File: src/rtl/uart_frame_parser.sv
// rtl/uart_frame_parser.sv - SYNC/LEN/PAYLOAD/XOR-checksum frame parser feeding a payload write port
module uart_frame_parser #(
  parameter int         MAX_LEN = 16,
  parameter int         ADDR_W  = 4,
  parameter int         TIMEOUT = 1023,
  parameter logic [7:0] SYNC    = 8'hA5
) (
  input  logic              clk,
  input  logic              rst_n,
  input  logic [7:0]        rx_data,
  input  logic              rx_done,
  input  logic              rx_err,
  output logic              wr_en,
  output logic [ADDR_W-1:0] wr_addr,
  output logic [7:0]        wr_data,
  output logic              frame_ok,
  output logic              frame_err,
  output logic [1:0]        err_code,
  output logic              busy
);

  localparam int GAP_W = $clog2(TIMEOUT + 1);

  typedef enum logic [1:0] {IDLE, LEN, PAYLOAD, CHECK} state_t;

  state_t            state, state_nx;
  logic [7:0]        len, len_nx;
  logic [7:0]        chk, chk_nx;
  logic [7:0]        idx, idx_nx;
  logic [GAP_W-1:0]  gap, gap_nx;
  logic              wr_en_nx, frame_ok_nx, frame_err_nx;
  logic [ADDR_W-1:0] wr_addr_nx;
  logic [7:0]        wr_data_nx;
  logic [1:0]        err_code_nx;
  logic              abort;
  logic [1:0]        abort_code;

  always_ff @(posedge clk or negedge rst_n) begin
    if (!rst_n) begin
      state     <= IDLE;
      len       <= '0;
      chk       <= '0;
      idx       <= '0;
      gap       <= '0;
      wr_en     <= 1'b0;
      wr_addr   <= '0;
      wr_data   <= '0;
      frame_ok  <= 1'b0;
      frame_err <= 1'b0;
      err_code  <= 2'b00;
    end else begin
      state     <= state_nx;
      len       <= len_nx;
      chk       <= chk_nx;
      idx       <= idx_nx;
      gap       <= gap_nx;
      wr_en     <= wr_en_nx;
      wr_addr   <= wr_addr_nx;
      wr_data   <= wr_data_nx;
      frame_ok  <= frame_ok_nx;
      frame_err <= frame_err_nx;
      err_code  <= err_code_nx;
    end
  end

  always_comb begin
    state_nx     = state;
    len_nx       = len;
    chk_nx       = chk;
    idx_nx       = idx;
    gap_nx       = rx_done ? '0 : gap + 1'b1;
    wr_en_nx     = 1'b0;
    wr_addr_nx   = wr_addr;
    wr_data_nx   = wr_data;
    frame_ok_nx  = 1'b0;
    frame_err_nx = 1'b0;
    err_code_nx  = err_code;
    abort        = 1'b0;
    abort_code   = 2'b00;

    if (state == IDLE) begin
      gap_nx = '0;
      if (rx_done && rx_data == SYNC)
        state_nx = LEN;
    end else if (rx_err) begin
      // a link error outranks a byte arriving in the same cycle
      abort      = 1'b1;
      abort_code = 2'b11;
    end else if (rx_done) begin
      case (state)
        LEN: begin
          len_nx = rx_data;
          chk_nx = rx_data;
          idx_nx = '0;
          if (rx_data == 8'd0 || {1'b0, rx_data} > 9'(MAX_LEN)) begin
            abort      = 1'b1;
            abort_code = 2'b01;
          end else begin
            state_nx = PAYLOAD;
          end
        end
        PAYLOAD: begin
          wr_en_nx   = 1'b1;
          wr_addr_nx = ADDR_W'(idx);
          wr_data_nx = rx_data;
          chk_nx     = chk ^ rx_data;
          idx_nx     = idx + 8'd1;
          if (({1'b0, idx} + 9'd1) == {1'b0, len})
            state_nx = CHECK;
        end
        CHECK: begin
          if (rx_data == chk) begin
            frame_ok_nx = 1'b1;
            state_nx    = IDLE;
          end else begin
            abort      = 1'b1;
            abort_code = 2'b10;
          end
        end
        default: state_nx = IDLE;
      endcase
    end else if (gap == GAP_W'(TIMEOUT)) begin
      abort      = 1'b1;
      abort_code = 2'b11;
    end

    if (abort) begin
      frame_err_nx = 1'b1;
      err_code_nx  = abort_code;
      state_nx     = IDLE;
    end
  end

  assign busy = (state != IDLE);

endmodule

File: config.mk
export PLATFORM = sky130hd
export DESIGN_NAME = uart_frame_parser
export DESIGN_NICKNAME = d
export VERILOG_FILES = /design/src/rtl/uart_frame_parser.sv
export SDC_FILE = /design/constraint.sdc
export NUM_CORES = 1
export LEC_CHECK = 0
export CORE_ASPECT_RATIO = 0.6
export CORE_MARGIN = 8
export CORE_UTILIZATION = 41
export CTS_CLUSTER_DIAMETER = 120
export CTS_CLUSTER_SIZE = 14
export DETAILED_ROUTE_END_ITERATION = 8
export GPL_TIMING_DRIVEN = 1
export PLACE_DENSITY = 0.7
export REMOVE_ABC_BUFFERS = 1
export SLEW_MARGIN = 20
export SYNTH_ARGS = -nofsm -noshare
export SYNTH_HDL_FRONTEND = slang
export SYNTH_SLANG_ARGS = --single-unit
File: constraint.sdc
create_clock -name clk -period 6.2 [get_ports clk]
set_input_delay 1.24 -clock clk [delete_from_list [all_inputs] [get_ports clk]]
set_output_delay 1.24 -clock clk [all_outputs]
set_load 0.01 [all_outputs]
Word-level counts from Yosys, hierarchy flattened
Index checks and enable logic that the tools add are counted.
{ "totals": {"reg_bits": 53, "inputBits": 12, "out_inout_bits": 18, "wordCells": 78} }
{ "op_classes": {"addsub": 3, "n_lt_le_gt_ge": 1, "n_eq_ne": 12, "n_mux": 37, "bitwise_logic": 3, "n_reduce_logical": 11} }
{ "ops": {"columns": ["cell", "count"], "rows": [
  ["one-hot mux 8 bit (2 select lines)", 2],
  ["two-way mux 2 bit", 13],
  ["two-way mux 10 bit", 2],
  ["two-way mux 1 bit", 17],
  ["inequality test 4 bit (second input constant)", 3],
  ["AND reduction 4 bit", 3],
  ["adder 10 x 1 -> 10 bit (second input constant)", 1],
  ["equality test 10 bit (second input constant)", 1],
  ["adder 8 x 1 -> 9 bit (second input constant)", 1],
  ["equality test 9 x 8 -> 1 bit", 1],
  ["adder 8 x 1 -> 8 bit (second input constant)", 1],
  ["equality test 8 bit", 1],
  ["equality test 8 bit (second input constant)", 1],
  ["> comparator 8 x 5 -> 1 bit (second input constant)", 1],
  ["zero test 8 bit", 1],
  ["bitwise XOR 8 bit", 1],
  ["one-hot mux 2 bit (3 select lines)", 1],
  ["AND reduction 6 bit", 1],
  ["equality test 2 bit (second input constant)", 2],
  ["one-hot mux 2 bit (2 select lines)", 1],
  ["nonzero test 2 bit", 2],
  ["inequality test 3 x 1 -> 1 bit (second input constant)", 1],
  ["inequality test 3 x 2 -> 1 bit (second input constant)", 1],
  ["nonzero test 3 bit", 1],
  ["other kinds (6)", 7]
]} }

Longest topological paths before layout
Gate-level depths: netlist of the first run.
{ "depth": {"ltp_word": 9, "depth_mapped": 9, "depth_no_buf": 8} }

Worst setup path before layout of the first run
Ideal clock, no wire load.
{ "synth_timing": {"path_type": "input to register", "start": "input rx_data[1]", "end": "register state[0]", "setup_time_ps": 127, "arrival_ps": 2811, "required_time_ps": 6073, "setup_slack_ps": 3261, "path_stages": 6, "path_buffers": 1, "cell_sequence": "buf_2 > or4_4 > o21ai_1 > or4b_1 > o31a_1 > mux2i_1"} }
{ "synth_via": {"elab_chain_len": 9, "elab_cells_between_ends": 20, "cone_classes": "1 x order compare; 7 x eq/ne; 7 x mux; 5 x reduce/logical"} }
{ "synth_rtl": {"columns": ["element", "line_no", "text"], "rows": [
  ["start, declared", "10", "input logic [7:0] rx_data,"],
  ["> comparator 8 x 5 -> 1 bit / zero test 8 bit (equally long branches)", "95", "if (rx_data == 8'd0 || {1'b0, rx_data} > 9'(MAX_LEN)) begin"],
  ["logical OR 1 bit", "95", null],
  ["two-way mux 1 bit", "95", null],
  ["one-hot mux 1 bit (2 select lines)", "90", "case (state)"],
  ["two-way mux 1 bit", "89", "end else if (rx_done) begin"],
  ["two-way mux 1 bit", "85", "end else if (rx_err) begin"],
  ["two-way mux 1 bit", "81", "if (state == IDLE) begin"],
  ["inequality test 4 bit (no line) (tied with other cells)", null, null],
  ["AND reduction 6 bit (no line)", null, null],
  ["end signal, assigned", "52", "state <= state_nx;"],
  ["end, declared", "26", "state_t state, state_nx;"]
]} }
Several ways; a longest one is shown, not always the timed one.
A chain may end at the register's enable or synchronous reset.

Worst setup path in the final report of the first run
{ "layout_timing": {"start": "input rx_data[2]", "end": "register state[1]"} }
Same word-level chain as after synthesis.

==> run metrics, run 1 <==
FF+latch count, synth=53; Worst setup SP type=input pin; Placement Cell Area=3110 µm²; Hold WS=0.469 ns; CTS tree=yes; share of cells above drive strength 1=11.5%; initial antenna violation count=0; Leakage=1.37 nW; # IOs=30; setup slack, reg-to-reg=3.58 ns; Comb pwr share=37.1%; pwr/cell area=402 nW/µm²; initial detailed-routing violation count=145; Area Overhead vs Synth=17.1%; Cell Area, Synth=2780 µm²; Slew Viols, Final=0; Fmax=311 MHz; Antenna diodes=0; drt via density=5.49; Core ar.=6620 µm²; max_cap viols=0; Setup violations, final=0; Post-Synthesis Cells=277; Final period util=51.8%; Hold Buf Count CTS=0; min cycle time layout=3.21 ns; hold_sp=gap[0]$_DFF_PN0_; clock share of power=21.4%; vias in the first global route=2013; die span in y=79.8 µm; clock-pin slew on the worst setup and hold paths=0.07 ns; Pint=0.000841 W; WP data required=6.42 ns; post-synth top area cell=dfrtp_1; Num CTS Buffers=5; slowest stage delay, CP=0.55 ns; largest net degree at the start of global routing=54; RePlAce Congestion=0.865; share of power burned in registers=41.5%; Total GRT Usage=13.6%; clock root cell=clkbuf_16; Post-CTS Repair Setup Buffers=0; DRT antenna net count=0; cell area after layout=3260 µm²; Psw=0.000471 W; Worst path top cell family by delay=compound AO/OA/AOI/OAI gates; RSZ-0062 raised after global routing=no; HP Class=reg2reg; site row count=23; post-synth cell types=42; CP startpoint=rx_data[2]; router iterations before antenna repair=4; drt drc=0; top-area cell type share of the netlist area=47.6%; clock skew=0.0111 ns; worst r2r src=state[0]$_DFFE_PN0P_; crit-path max FO=7; crit path max-delay cell type=clkdlybuf4s50_1; Least-Margin Pin Slew=0.845 ns; status=complete, no violations; post-cts sizing count=0; crit path kind=in2reg; Peak VDD IR=0.211 mV; htree depth=2; register area share after synthesis=47.6%; buffers plus inverters on the worst setup path=1; grt ovf=0; Final Hold Vio Count=0; WP data arrival=3.43 ns; CTS Sinks=53; Max clock buf depth=2; die area=9770 µm²; Yosys warning count=0; drt total wl=6440 µm; first-pass GRT wire length=10500 µm; dpl cells=375; CP endpoint kind=flop; clk_lat worst skew=0.29 ns; Vias=2104; Worst slew margin=43.7%; average wire per standard cell=16.8 µm; Avg Inst Size Synth=10.1 µm²; crit path cell chain=clkdlybuf4s50_1 > or2_2 > a21oi_1 > nand4_1 > a221oi_1 > o21ai_0 > mux2i_1; Post-layout nets=315; final setup TNS=0 ns; largest cells by area after synthesis=dfrtp_1 (48%), mux2_2 (8.5%), xor2_1 (4.4%), a21oi_1 (4.1%), ha_1 (3.6%); post-DP HPWL=4600 µm; Util after Layout=49.3%; IO buf count=29; initial core utilization=42.1%; fin cells=383; Switching Fraction=35.9%; die width=122 µm
[cell families (layout without fill, tap and decap cells)]
family / Yosys count / after routing / synth area share, %
buffers and inverters: 27 / 46 / 3.77
adders and majority gates: 8 / 8 / 3.60
and+or+nand+nor: 79 / 79 / 14.7
xor gates and xnor gates: 21 / 21 / 6.61
AOI/OAI and AO/OA: 65 / 65 / 14.1
DFF: 53 / 53 / 47.6
muxes: 24 / 24 / 9.57
[state kept, by name, summed over array words and instances, names as in the netlist]
| signal | flops |
|---|---|
| gap | 10 |
| wr_addr | 4 |
| frame_err | 1 |
| wr_data | 8 |
| state | 2 |
| wr_en | 1 |
| chk | 8 |
| frame_ok | 1 |
| idx | 8 |
| err_code | 2 |
| len | 8 |
[worst reg2reg max path, cell delays in order (launching register included)]
cell,delay [ns]
dfrtp_1,0.41
inv_1,0.16
ha_1,0.72
and4_1,0.79
mux2_2,0.41
[power groups by stage]
| stage | sequential [W] | clock (W) | combinational [W] |
|---|---|---|---|
| CTS | 0.000544 | 0.000286 | 0.000491 |
| global route | 0.000559 | 0.000298 | 0.000539 |
| detailed placement | 0.000549 | 0 | 0.000488 |
| finish | 0.000544 | 0.000281 | 0.000487 |
| global placement | 0.000542 | 0 | 0.000473 |
| floorplan | 0.000542 | 0 | 0.000298 |
[routing by layer]
metal / vias to the layer above / share of wire, % / track usage [%]
li1: 1023 / - / -
met4: 0 / 1.1 / 3.51
met1: 1020 / 51 / 20.7
met2: 54 / 41 / 17.9
met3: 7 / 7.0 / 3.81
met5: - / 0 / 0
[synth_stat cells (all sizes together)]
cell	count
inv	8
o22ai	3
o31ai	3
clkbuf	15
nor2	16
a41oi	1
dfrtp	53
mux2i	3
a221oi	1
nand2	14
a21o	1
a32o	1
xor2	14
o21a	2
o41a	1
and2	1
buf	4
or4b	1
and3	4
nand4	9
nor2b	2
nor3	3
xnor2	7
or3	4
nand4b	1
nor4	1
nand2b	1
o31a	1
and4	2
or4	1
o211ai	1
or2	2
o21ai	21
ha	8
nand3	17
a211oi	1
a22o	4
a21oi	23
a41o	1
mux2	21
[per-stage QoR]
stage	total power [W]	setup WS, ns
6_report	0.00131	2.99
5_1_grt	0.00140	2.80
4_1_cts	0.00132	3.01
3_5_place_dp	0.00104	2.69
3_3_place_gp	0.00102	2.74
2_1_floorplan	0.000839	3.39
[area by class of cell]
cell class	instances	area (µm²)
tap	87	109
clock inverter	3	25.0
fill	612	3360
inverter	8	30.0
multi-input combinational	197	1350
sequential	53	1330
clock buffer	5	125
timing repair buffer	30	293
[path summary, 6_finish.rpt]
check	endpoint	depth (start not counted)
max	state[1]$_DFFE_PN0P_	7
min	gap[0]$_DFF_PN0_	1
max reg2reg	wr_data[7]$_DFFE_PN0P_	4
min reg2reg	gap[0]$_DFF_PN0_	1
max in group asynchronous	len[4]$_DFFE_PN0P_	2
min in group asynchronous	idx[2]$_DFFE_PN0P_	2
[cell usage in the layout, fill, tap and decap left out, types with 7 or more instances in the layout]
master / count
nor2_1: 16
dfrtp_1: 53
mux2_2: 21
o21ai_0: 20
xor2_1: 14
nand2_1: 14
clkdlybuf4s50_1: 28
nand4_1: 9
a21oi_1: 23
xnor2_1: 7
ha_1: 8
inv_1: 8
nand3_1: 17
(Power assumes the default switching activity.)
==> run 2: changes to the inputs <==
--- a/config.mk
+++ b/config.mk
@@ -12,7 +12,7 @@
 export CTS_CLUSTER_SIZE = 14
 export DETAILED_ROUTE_END_ITERATION = 8
 export GPL_TIMING_DRIVEN = 1
-export PLACE_DENSITY = 0.7
+export PLACE_DENSITY = 0.72
 export REMOVE_ABC_BUFFERS = 1
 export SLEW_MARGIN = 20
 export SYNTH_ARGS = -nofsm -noshare
==> constraint.sdc (replaced) <==
create_clock -name clk -period 2.67 [get_ports clk]
set_input_delay 0.534 -clock clk [delete_from_list [all_inputs] [get_ports clk]]
set_output_delay 0.534 -clock clk [all_outputs]
set_load 0.01 [all_outputs]
==> run metrics, run 2 (same netlist as run 1, synthesis figures left out) <==
commonest non-fill, non-tap cell in the layout=dfrtp_1; Vias=2227; dpl cells=392; drt total wl=6620 µm; RSZ-0062 raised after global routing=no; crit path kind=in2reg; RePlAce Congestion=0.841; IO buf count=29; Worst slew margin=57.7%; Hold Buf Count CTS=0; Slew Viols, Final=0; setup slack, reg-to-reg=0.50 ns; DRT antenna net count=0; WP data required=2.84 ns; most frequent cells in the layout=dfrtp_1 (53), clkdlybuf4s50_1 (28), a21oi_1 (23), mux2_2 (21), o21ai_0 (20); crit path max-delay cell type=or4_4; Hold WS=0.260 ns; clock skew=0.00315 ns; site row count=23; HP Class=in2async; Placement Cell Area=3250 µm²; Largest register FFs=10; initial detailed-routing violation count=99; die width=122 µm; Setup violations, final=0; Core ar.=6620 µm²; Total GRT Usage=14.4%; largest net degree at the start of global routing=28; Area Overhead vs Synth=23.8%; Post-layout nets=332; crit path cell chain=clkdlybuf4s50_1 > or4_4 > o21ai_1 > or4b_1 > o31a_1 > mux2i_1; router iterations before antenna repair=4; Peak VDD IR=0.468 mV; reg2reg end=state[0]$_DFFE_PN0P_; Leakage=1.48 nW; clock-pin slew on the worst setup and hold paths=0.07 ns; first-pass GRT wire length=11200 µm; cell area after layout=3450 µm²; Antenna diodes=0; post-DP HPWL=4890 µm; register with the most flip-flops=gap; fin cells=400; initial core utilization=42.1%; drt drc=0; Final period util=95.2%; post-cts sizing count=0; Worst setup SP type=input pin; clock root cell=clkbuf_16; die area=9770 µm²; max_cap viols=0; CTS tree=yes; crit-path max FO=8; CTS Sinks=53; average wire per standard cell=16.5 µm; htree depth=2; Fmax=393 MHz; final setup TNS=0 ns; clk_lat worst skew=0.29 ns; Reg2Reg Depth=6; pwr/cell area=949 nW/µm²; slowest stage delay, CP=0.60 ns; status=complete, no violations; worst r2r src=idx[0]$_DFFE_PN0P_; worst slack at placement=-0.112 ns; Final Hold Vio Count=0; post-route worst setup slack=0.129 ns; # IOs=30; Post-CTS Repair Setup Buffers=0; die span in y=79.8 µm; initial antenna violation count=0; WP data arrival=2.71 ns; Least-Margin Pin Slew=0.634 ns; drt via density=5.57; grt ovf=0; Num CTS Buffers=5; CP endpoint kind=flop; Max clock buf depth=2; vias in the first global route=2181; min cycle time layout=2.54 ns; share of cells above drive strength 1=16.6%
[run 2: changes by cell type in the layout (fill, tap and decap cells not counted)]
cell | previous run | this run
buf_4 | 1 | 17
buf_12 | 0 | 1
clkinv_4 | 1 | 0
clkinvlp_4 | 1 | 0
nor4_2 | 0 | 1
bufinv_16 | 0 | 2
clkinv_2 | 0 | 1
nor4_1 | 1 | 0
inv_6 | 1 | 0
[run 2: power breakdown]
group	internal, W	switching [W]	total (W)
clock network	0.000535	0.000284	0.000819
logic	0.000605	0.000599	0.00120
registers	0.00105	0.000202	0.00125
total	0.00219	0.00108	0.00327
[run 2: through the flow]
| stage | util [%] | power, W |
|---|---|---|
| global route | 52.1 | 0.00348 |
| global placement | 49.1 | 0.00241 |
| CTS | 52.0 | 0.00330 |
| detailed placement | 49.1 | 0.00246 |
| finish | 52.1 | 0.00327 |
| floorplan | - | 0.00195 |
[run 2: cell type report]
| type | instances | area, µm² |
|---|---|---|
| inverter | 8 | 30.0 |
| fill | 602 | 3170 |
| tap | 87 | 109 |
| multi-input combinational | 197 | 1360 |
| sequential | 53 | 1330 |
| clock inverter | 3 | 65.1 |
| clock buffer | 5 | 125 |
| timing repair buffer | 47 | 433 |
[run 2: worst max-delay path by stage]
stage	start	end	slack [ns]	cells past startpoint
finish	rx_data[1]	state[0]$_DFFE_PN0P_	0.13	6
floorplan	rx_data[3]	state[0]$_DFFE_PN0P_	0.57	5
detailed placement	rx_data[1]	state[0]$_DFFE_PN0P_	-0.11	6
CTS	rx_data[1]	state[0]$_DFFE_PN0P_	0.17	6
global placement	rx_data[1]	state[0]$_DFFE_PN0P_	-0.07	6
global route	rx_data[1]	state[0]$_DFFE_PN0P_	0.02	6
[run 2: metal layers]
metal  global-route usage, %  share of wire, %  wire, µm
met1                    21.0                50      3320
met2                    20.3                43      2850
met3                    4.03               5.9       392
met4                    3.99              0.74        49
met5                       0                 0         0
[run 2: worst max-delay path, delay by kind of cell]
| family | cells | cell delay [ns] |
|---|---|---|
| simple gates | 2 | 1.04 |
| buf+inv | 1 | 0.58 |
| compound gates | 2 | 0.42 |
| mux | 1 | 0.13 |
==> run 3: changes to the inputs <==
--- a/config.mk
+++ b/config.mk
@@ -12,7 +12,7 @@
 export CTS_CLUSTER_SIZE = 14
 export DETAILED_ROUTE_END_ITERATION = 8
 export GPL_TIMING_DRIVEN = 1
-export PLACE_DENSITY = 0.72
+export PLACE_DENSITY = 0.75
 export REMOVE_ABC_BUFFERS = 1
 export SLEW_MARGIN = 20
 export SYNTH_ARGS = -nofsm -noshare
==> run metrics, run 3 (same netlist as run 1, synthesis figures left out) <==
status=complete, no violations; largest net degree at the start of global routing=43; area occupied by multi-input gates=1350 µm²; RSZ-0062 raised after global routing=no; initial detailed-routing violation count=141; WP data arrival=2.70 ns; first-pass GRT wire length=11300 µm; CTS tree=yes; share of cells above drive strength 1=16.0%; vias in the first global route=2278; crit path cell chain=clkdlybuf4s50_1 > or4_4 > o21ai_1 > or4b_1 > o31a_1 > mux2i_1; M1 WL=3340 µm; Total GRT Usage=14.8%; buffers plus inverters on the worst setup path=1; Fmax=396 MHz; WP data required=2.84 ns; clock root cell=clkbuf_16; initial core utilization=42.1%; drt drc=0; clk_lat worst skew=0.30 ns; crit-path max FO=8; min cycle time layout=2.53 ns; Least-Margin Pin Slew=0.955 ns; commonest non-fill, non-tap cell in the layout=dfrtp_1; die area=9770 µm²; WL met3=479 µm; Comb pwr share=38.1%; Leakage=1.45 nW; drt via density=5.47; Antenna diodes=0; die span in y=79.8 µm; Area Overhead vs Synth=21.6%; register with the most flip-flops=gap; pwr/cell area=928 nW/µm²; crit path kind=in2reg; router iterations before antenna repair=4; Final Hold Vio Count=0; Worst setup SP type=input pin; drt total wl=6750 µm; Core ar.=6620 µm²; die width=122 µm; Switching Fraction=35.6%; htree depth=2; Vias=2182; clock skew=0.00890 ns; slowest stage delay, CP=0.59 ns; setup slack, reg-to-reg=0.47 ns; post-DP HPWL=4870 µm; Post-layout nets=331; # IOs=30; CP endpoint kind=flop; grt ovf=0; final setup TNS=0 ns; RePlAce Congestion=0.912; share of power burned in registers=40.0%; CTS Sinks=53; Psw=0.00112 W; crit path max-delay cell type=clkdlybuf4s50_1; max_cap viols=0; Num CTS Buffers=5; HP Class=in2async; Max clock buf depth=2; DR WL met2=2860 µm; Slew Viols, Final=0; Post-CTS Repair Setup Buffers=0; most frequent cells in the layout=dfrtp_1 (53), clkdlybuf4s50_1 (28), a21oi_1 (23), mux2_2 (21), o21ai_0 (20); Hold Buf Count CTS=0; Largest register FFs=10; Pint=0.00202 W; Worst path top cell family by delay=simple AND/OR/NAND/NOR gates; IO buf count=29; Peak VDD IR=0.610 mV; reg2reg end=state[0]$_DFFE_PN0P_; highest metal used=met4; Power Total=0.00314 W; average wire per standard cell=16.9 µm; DRT antenna net count=0; site row count=23; Setup violations, final=0; Worst slew margin=36.3%; clock share of power=21.9%; # fillers=607; Final period util=94.7%; clock-pin slew on the worst setup and hold paths=0.07 ns; post-cts sizing count=0; sequential cell area=1330 µm²; worst r2r src=idx[0]$_DFFE_PN0P_; Reg2Reg Depth=6; initial antenna violation count=0
## run 3: power by group through the flow
stage / logic (W) / registers (W) / clock network [W]
2_1_floorplan: 0.000691 / 0.00126 / 0
3_3_place_gp: 0.00116 / 0.00125 / 0
6_report: 0.00120 / 0.00126 / 0.000687
3_5_place_dp: 0.00119 / 0.00127 / 0
4_1_cts: 0.00120 / 0.00125 / 0.000697
5_1_grt: 0.00133 / 0.00129 / 0.000731
## run 3: cell type report
cell class	instances	area share (%)
Clock buffer	6	4.10
Clock inverter	2	0.480
Inverter	8	0.887
Multi-Input combinational cell	197	39.9
Sequential cell	53	39.2
Tap cell	87	3.22
Timing Repair Buffer	46	12.2
## run 3: worst register-to-register path, cell delays in order (launching register included)
cell and delay, ns:
dfrtp_1 0.48, ha_1 0.36, xnor2_1 0.17, nand4_1 0.11
or4b_1 0.52, o31a_1 0.30, mux2i_1 0.13
## run 3: layer usage
metal | track usage (%) | vias to the layer above
met5 | 0 | -
met2 | 21.6 | 54
met4 | 3.75 | 0
li1 | - | 1061
met1 | 19.9 | 1058
met3 | 5.72 | 9
## run 3: worst max path at each step
stage,cells after the start,to,startpoint,slack (ns)
6_report,6,state[0]$_DFFE_PN0P_,rx_data[4],0.14
5_1_grt,7,state[1]$_DFFE_PN0P_,rx_data[2],0.06
4_1_cts,6,state[0]$_DFFE_PN0P_,rx_data[4],0.18
3_5_place_dp,6,state[0]$_DFFE_PN0P_,rx_data[4],-0.13
3_3_place_gp,6,state[0]$_DFFE_PN0P_,rx_data[4],-0.08
2_1_floorplan,5,state[0]$_DFFE_PN0P_,rx_data[3],0.57
## run 3: per-stage QoR
stage / cell area [µm²] / cells / setup slack, ns / hold slack, ns / utilization [%]
5_1_grt: 3390 / 399 / 0.0586 / 0.483 / 51.2
6_report: 3390 / 399 / 0.142 / 0.384 / 51.2
3_5_place_dp: 3230 / 391 / -0.126 / 0.454 / 48.8
4_1_cts: 3390 / 399 / 0.182 / 0.421 / 51.2
3_3_place_gp: 3230 / 391 / -0.0791 / 0.447 / 48.8
2_1_floorplan: 2710 / 258 / 0.568 / 0.238 / -
